[config.mk]
export PLATFORM = sky130hd
export DESIGN_NAME = matrix_framebuffer
export DESIGN_NICKNAME = d
export VERILOG_FILES = /design/src/rtl/matrix_framebuffer.sv
export SDC_FILE = /design/constraint.sdc
export NUM_CORES = 1
export LEC_CHECK = 0
export ABC_AREA = 1
export BUFFER_PORTS_ARGS = -buffer_cell sky130_fd_sc_hd__clkbuf_2
export CAP_MARGIN = 15
export CELL_PAD_IN_SITES_DETAIL_PLACEMENT = 1
export CELL_PAD_IN_SITES_GLOBAL_PLACEMENT = 1
export CORE_ASPECT_RATIO = 1.1
export CORE_MARGIN = 1
export CORE_UTILIZATION = 36
export CTS_CLUSTER_DIAMETER = 30
export DETAILED_ROUTE_END_ITERATION = 12
export PLACE_DENSITY = 0.85
export SLEW_MARGIN = 20
export SYNTH_ARGS = -nofsm -noshare
export SYNTH_HDL_FRONTEND = slang
export SYNTH_SLANG_ARGS = --single-unit
[constraint.sdc]
create_clock -name clk -period 1.6 [get_ports clk]
set_input_delay 0.48 -clock clk [delete_from_list [all_inputs] [get_ports clk]]
set_output_delay 0.48 -clock clk [all_outputs]
set_load 0.01 [all_outputs]
[src/rtl/matrix_framebuffer.sv]
// Double-buffered 8x8 frame store feeding the LED matrix driver.
// Upstream edits/clears the back buffer; a commit copies it to the front buffer on a frame boundary.
module matrix_framebuffer #(
  parameter int unsigned SYNC_SWAP  = 1,
  parameter int unsigned CLEAR_ROWS = 8
) (
  input  logic            clk,
  input  logic            rst,
  input  logic            en,
  input  logic            wr_en,
  input  logic [2:0]      wr_row,
  input  logic [7:0]      wr_data,
  input  logic            clear_req,
  input  logic            swap_req,
  input  logic            frame_sync,
  output logic [7:0][7:0] matdata,
  output logic            busy,
  output logic            swap_pending,
  output logic            swap_done
);

  typedef enum logic [1:0] {
    IDLE      = 2'd0,
    CLEAR     = 2'd1,
    WAIT_SYNC = 2'd2
  } state_t;

  localparam logic [2:0] LAST_ROW = 3'(CLEAR_ROWS - 1);

  state_t          state_q, state_d;
  logic [2:0]      cnt_q, cnt_d;
  logic [7:0][7:0] back_q, back_d;
  logic [7:0][7:0] front_q, front_d;
  logic            done_q;
  logic            swap_fire;
  logic [7:0]      row_wr;
  logic [7:0]      row_clr;

  // Next-state logic; nothing advances unless en is high.
  always_comb begin
    state_d   = state_q;
    cnt_d     = cnt_q;
    swap_fire = 1'b0;
    row_wr    = '0;
    row_clr   = '0;
    if (en) begin
      case (state_q)
        IDLE: begin
          if (clear_req) begin
            state_d = CLEAR;
            cnt_d   = 3'd0;
          end else begin
            if (wr_en) begin
              row_wr[wr_row] = 1'b1;
            end
            if (swap_req) begin
              state_d = WAIT_SYNC;
            end
          end
        end
        CLEAR: begin
          row_clr[cnt_q] = 1'b1;
          cnt_d          = cnt_q + 3'd1;
          if (cnt_q == LAST_ROW) begin
            state_d = IDLE;
          end
        end
        WAIT_SYNC: begin
          if ((SYNC_SWAP == 0) || frame_sync) begin
            swap_fire = 1'b1;
            state_d   = IDLE;
          end
        end
        default: begin
          state_d = IDLE;
        end
      endcase
    end
  end

  // Per-row back-buffer update: clear sweep and upstream writes are mutually exclusive by state.
  for (genvar gi = 0; gi < 8; gi++) begin : g_back_row
    assign back_d[gi] = row_clr[gi] ? 8'h00 :
                        row_wr[gi]  ? wr_data : back_q[gi];
  end

  // Commit is a copy, so the back buffer keeps its image for further edits.
  assign front_d = swap_fire ? back_q : front_q;

  always_ff @(posedge clk) begin
    if (rst) begin
      state_q <= IDLE;
      cnt_q   <= 3'd0;
      back_q  <= '0;
      front_q <= '0;
      done_q  <= 1'b0;
    end else begin
      state_q <= state_d;
      cnt_q   <= cnt_d;
      back_q  <= back_d;
      front_q <= front_d;
      done_q  <= swap_fire;
    end
  end

  assign matdata      = front_q;
  assign busy         = (state_q != IDLE);
  assign swap_pending = (state_q == WAIT_SYNC);
  assign swap_done    = done_q;

endmodule

==> summary by stage <==
Clock network
Counting every sink on the clock net gives 134. After clock tree synthesis, the flow added hold-fix buffers numbering 0. The CTS H-tree depth is 4. The cell sitting at the root of the clock tree is a clkbuf_16. The number of CTS-inserted buffers is 17.

The source-to-sink clock delay at the later pin of the worst-skew pair is 0.42 ns. The clock passes through at most 2 buffers. After clock tree synthesis, the clock-pin slew on the worst setup and hold paths is 0.06 ns.

TritonCTS built the clock tree.

Place
The post-placement cell count is between 900 and 1000. Summing all placed instances gives a cell area of 5899 µm². The detailed placement HPWL is 9.990 mm. The final weighted congestion in routability-driven placement is 0.8274.

The number of buffers added on ports is 84.

Floorplan
The floorplan step set the die width to ~120 µm. The initial standard-cell utilization of the core is 36.96%. Measured along the y axis, the die boundary spans 127.1 µm. The core area is 13850 µm².

For this design the top-level I/O count stands at 85. The die outline area is 14700 µm². Row generation in the floorplan step produced between 40 and 50 rows.

GRT
For this run, global-route usage on met1 was measured as 24.53%. The total overflow reported by the global router is 0. Entering global routing, the biggest net connects 65 pins. The wire length of the first global-routing pass is 23.58 mm. Global routing used 37.58% of the available met2 tracks. The met3 routing resource usage after global routing is 4.602%. The via count of the first global-routing pass is 4796. The number of antenna violations at the first check in global routing is 0.

Global routing consumed, over all layers together, between 20% and 30% of the routing resources. The layer flagged by global routing as most heavily used is met2.

Detailed routing
The routed wirelength normalized by instance count is 14.61 µm. The number of routed nets with antenna violations is 0. Wires add up to 14.39 mm. The routed layout has 4754 vias. The first TritonRoute pass finished after 5 iterations.

The detailed router finished its first iteration with 212 violations. Using the TritonRoute via totals, the vias-per-cell ratio works out to 4.826. In the routed design, unresolved DRC markers number 0.

Setup path
By startpoint and endpoint, the worst setup path is classified as flip-flop to output port. On the worst path, the slowest cell contributes a delay of 0.39 ns. Walking the worst path, the cells encountered are inv_4 > nor2_4 > buf_6. The arrival time at the worst endpoint is 1.11 ns. Among all stages on the critical path, the largest delay is contributed by dfxtp_4.

In this run the worst path has a maximum fanout of 5. For the worst setup path, the data required time is 1.12 ns. STA classifies the critical path endpoint as an output port.

The worst setup path is launched from a flip-flop.

Final layout
0 antenna diodes ended up in the layout. The finished cells cover 6538 µm². Once layout is complete, the cells apart from fillers number 985. The final layout net count is 806. The fraction of final layout cells sized beyond drive strength 1 is about a fifth. The area added between synthesis and finish is 27.72%.

Timing
The portion of the clock cycle consumed by the worst path in the final layout is 99.63%. At the pin with the least slew margin, the transition time is ~0.4 ns. The worst path needs 1.594 ns of the cycle, external delays included. Setup repair after global routing could not meet its margin everywhere. The number of slew-limit violations in the final report is 0.

The worst slew slack as a fraction of its limit is 73.68%. The fmax is approximately 630 MHz. Setup violations remaining at the end of the flow were counted as 0.

The count of endpoints failing hold in the final timing report came to 0. The worst clock skew is 0.01087 ns.

Synthesis
Among all flip-flop cells after synthesis, the most frequent one is dfxtp_1. The most common cell in the netlist is nor2_1. Of the synthesized area, sequential elements account for 52.41%. The cell area after technology mapping is between 5000 and 6000 µm². The synthesis warning total is 0.

The cell type contributing the most total cell area after synthesis is dfxtp_1. The register bit count reported by yosys is 134. The synthesized net count is around 700. In the synthesized netlist the async set-or-reset flop fraction comes to 0%. The post-synthesis cell count is 683.

The synthesized design devotes to its leading area cell type 52.41% of total area. Ranked by instance count, the synthesized netlist is headed by 223 x nor2_1, 134 x dfxtp_1, 119 x nand2_1. The number of distinct library cell variants in the gate-level netlist after synthesis is 23.

The post-synthesis area per instance is 7.494 µm². The number of synthesized flops with an enable pin is 0. Sorting the synthesized cells by area gives the leading types as dfxtp_1 52%, nor2_1 16%, nand2_1 8.7%, o21ai_0 5.9%, nand3_1 3.4%.

Min path
The type of the most critical hold path is primary input to flip-flop.

Power
For this design the ratio of total power to cell area is around 1200 nW/µm². Summed over all cells, the static leakage comes to 2.757 nW. The worst supply voltage drop on vdd is 0.5655 mV. The overall power consumption is between 7 and 8 mW.

Run status
The run finished with clean final reports.

Flow run
The tool flagged a number of max-cap violations equal to 0.
==> worst max-delay path, delay by kind of cell, from the launching register on <==
family / cells / cell delay (ns)
buf+inv: 2 / 0.17
flops: 1 / 0.39
simple gates: 1 / 0.13
==> flip-flops by register name (all words and copies together) (netlist names) <==
register / flops
state_q: 2
swap_done: 1
cnt_q: 3
back_q: 64
matdata: 64
==> metrics by stage <==
| step | setup WS [ns] | util (%) | TNS, ns | hold slack [ns] |
|---|---|---|---|---|
| after global routing | -0.03432 | 47.20 | -0.03432 | 0.3862 |
| final | 0.005866 | 47.20 | 0 | 0.3808 |
| after CTS | -0.01176 | 46.71 | -0.01176 | 0.3681 |
| after global placement | -0.1505 | 42.59 | -2.902 | 0.4472 |
| after detailed placement | -0.1632 | 42.59 | -4.203 | 0.4510 |
| after floorplan | 0.04194 | - | 0 | 0.4378 |
==> routing by layer <==
| metal | up-vias | wire, µm | part of all wire (%) |
|---|---|---|---|
| met1 | 2275 | 6187 | 43 |
| met5 | - | 0 | 0 |
| met3 | 17 | 455 | 3.2 |
| met4 | 0 | 195 | 1.4 |
| li1 | 2378 | - | - |
| met2 | 84 | 7552 | 52 |
==> what timing repair did <==
item,CTS,global route
resized for setup,3,10
gates cloned,0,0
endpoints found under the setup margin,4,31
pin swaps,1,3
setup buffers,1,4
==> power by group <==
part / switching [mW] / internal, mW
Combinational: 0.362 / 0.189
Clock: 1.39 / 2.26
Sequential: 0.0390 / 3.39
==> final timing paths <==
path	from	endpoint	slack (ns)	depth (start not counted)
max	state_q[1]$_SDFFE_PP0P_	swap_pending	0.006	3
min	wr_data[7]	back_q[23]$_SDFFE_PP0P_	0.38	3
max reg2reg	state_q[1]$_SDFFE_PP0P_	back_q[4]$_SDFFE_PP0P_	0.10	8
min reg2reg	back_q[1]$_SDFFE_PP0P_	back_q[1]$_SDFFE_PP0P_	0.46	2
==> placed cells by master (no fill, tap or decap), drive strengths merged <==
master / netlist / layout
nor2: 230 / 230
dfxtp: 134 / 134
nand2: 122 / 122
clkbuf: 11 / 104
o21ai: 71 / 71
nand3: 37 / 37
buf: 18 / 30
a21oi: 28 / 28
inv: 23 / 23
clkinv: 0 / 5
nor3: 4 / 4
clkinvlp: 0 / 3
ha: 2 / 2
nor3b: 1 / 1
a31oi: 1 / 1
nand3b: 1 / 1
bufinv: 0 / 1
==> cells by family (layout without fill, tap and decap cells) <==
family / count (synthesis) / count (layout) / synth area share, %
buffers and inverters: 52 / 166 / 4.718
AND/OR/NAND/NOR: 395 / 395 / 32.58
flip-flops: 134 / 134 / 52.41
adder cells (fa/ha/maj): 2 / 2 / 0.4888
AO/OA/AOI/OAI: 100 / 100 / 9.802
==> cell type report <==
type	instances	area, µm²
sequential	134	2690
clock inverter	9	77.57
clock buffer	21	480.5
inverter	23	88.84
multi-input combinational	497	2221
fill	1779	7313
timing repair buffer	113	744.5
tap	188	235.2
Power figures use the tool's default switching activity.
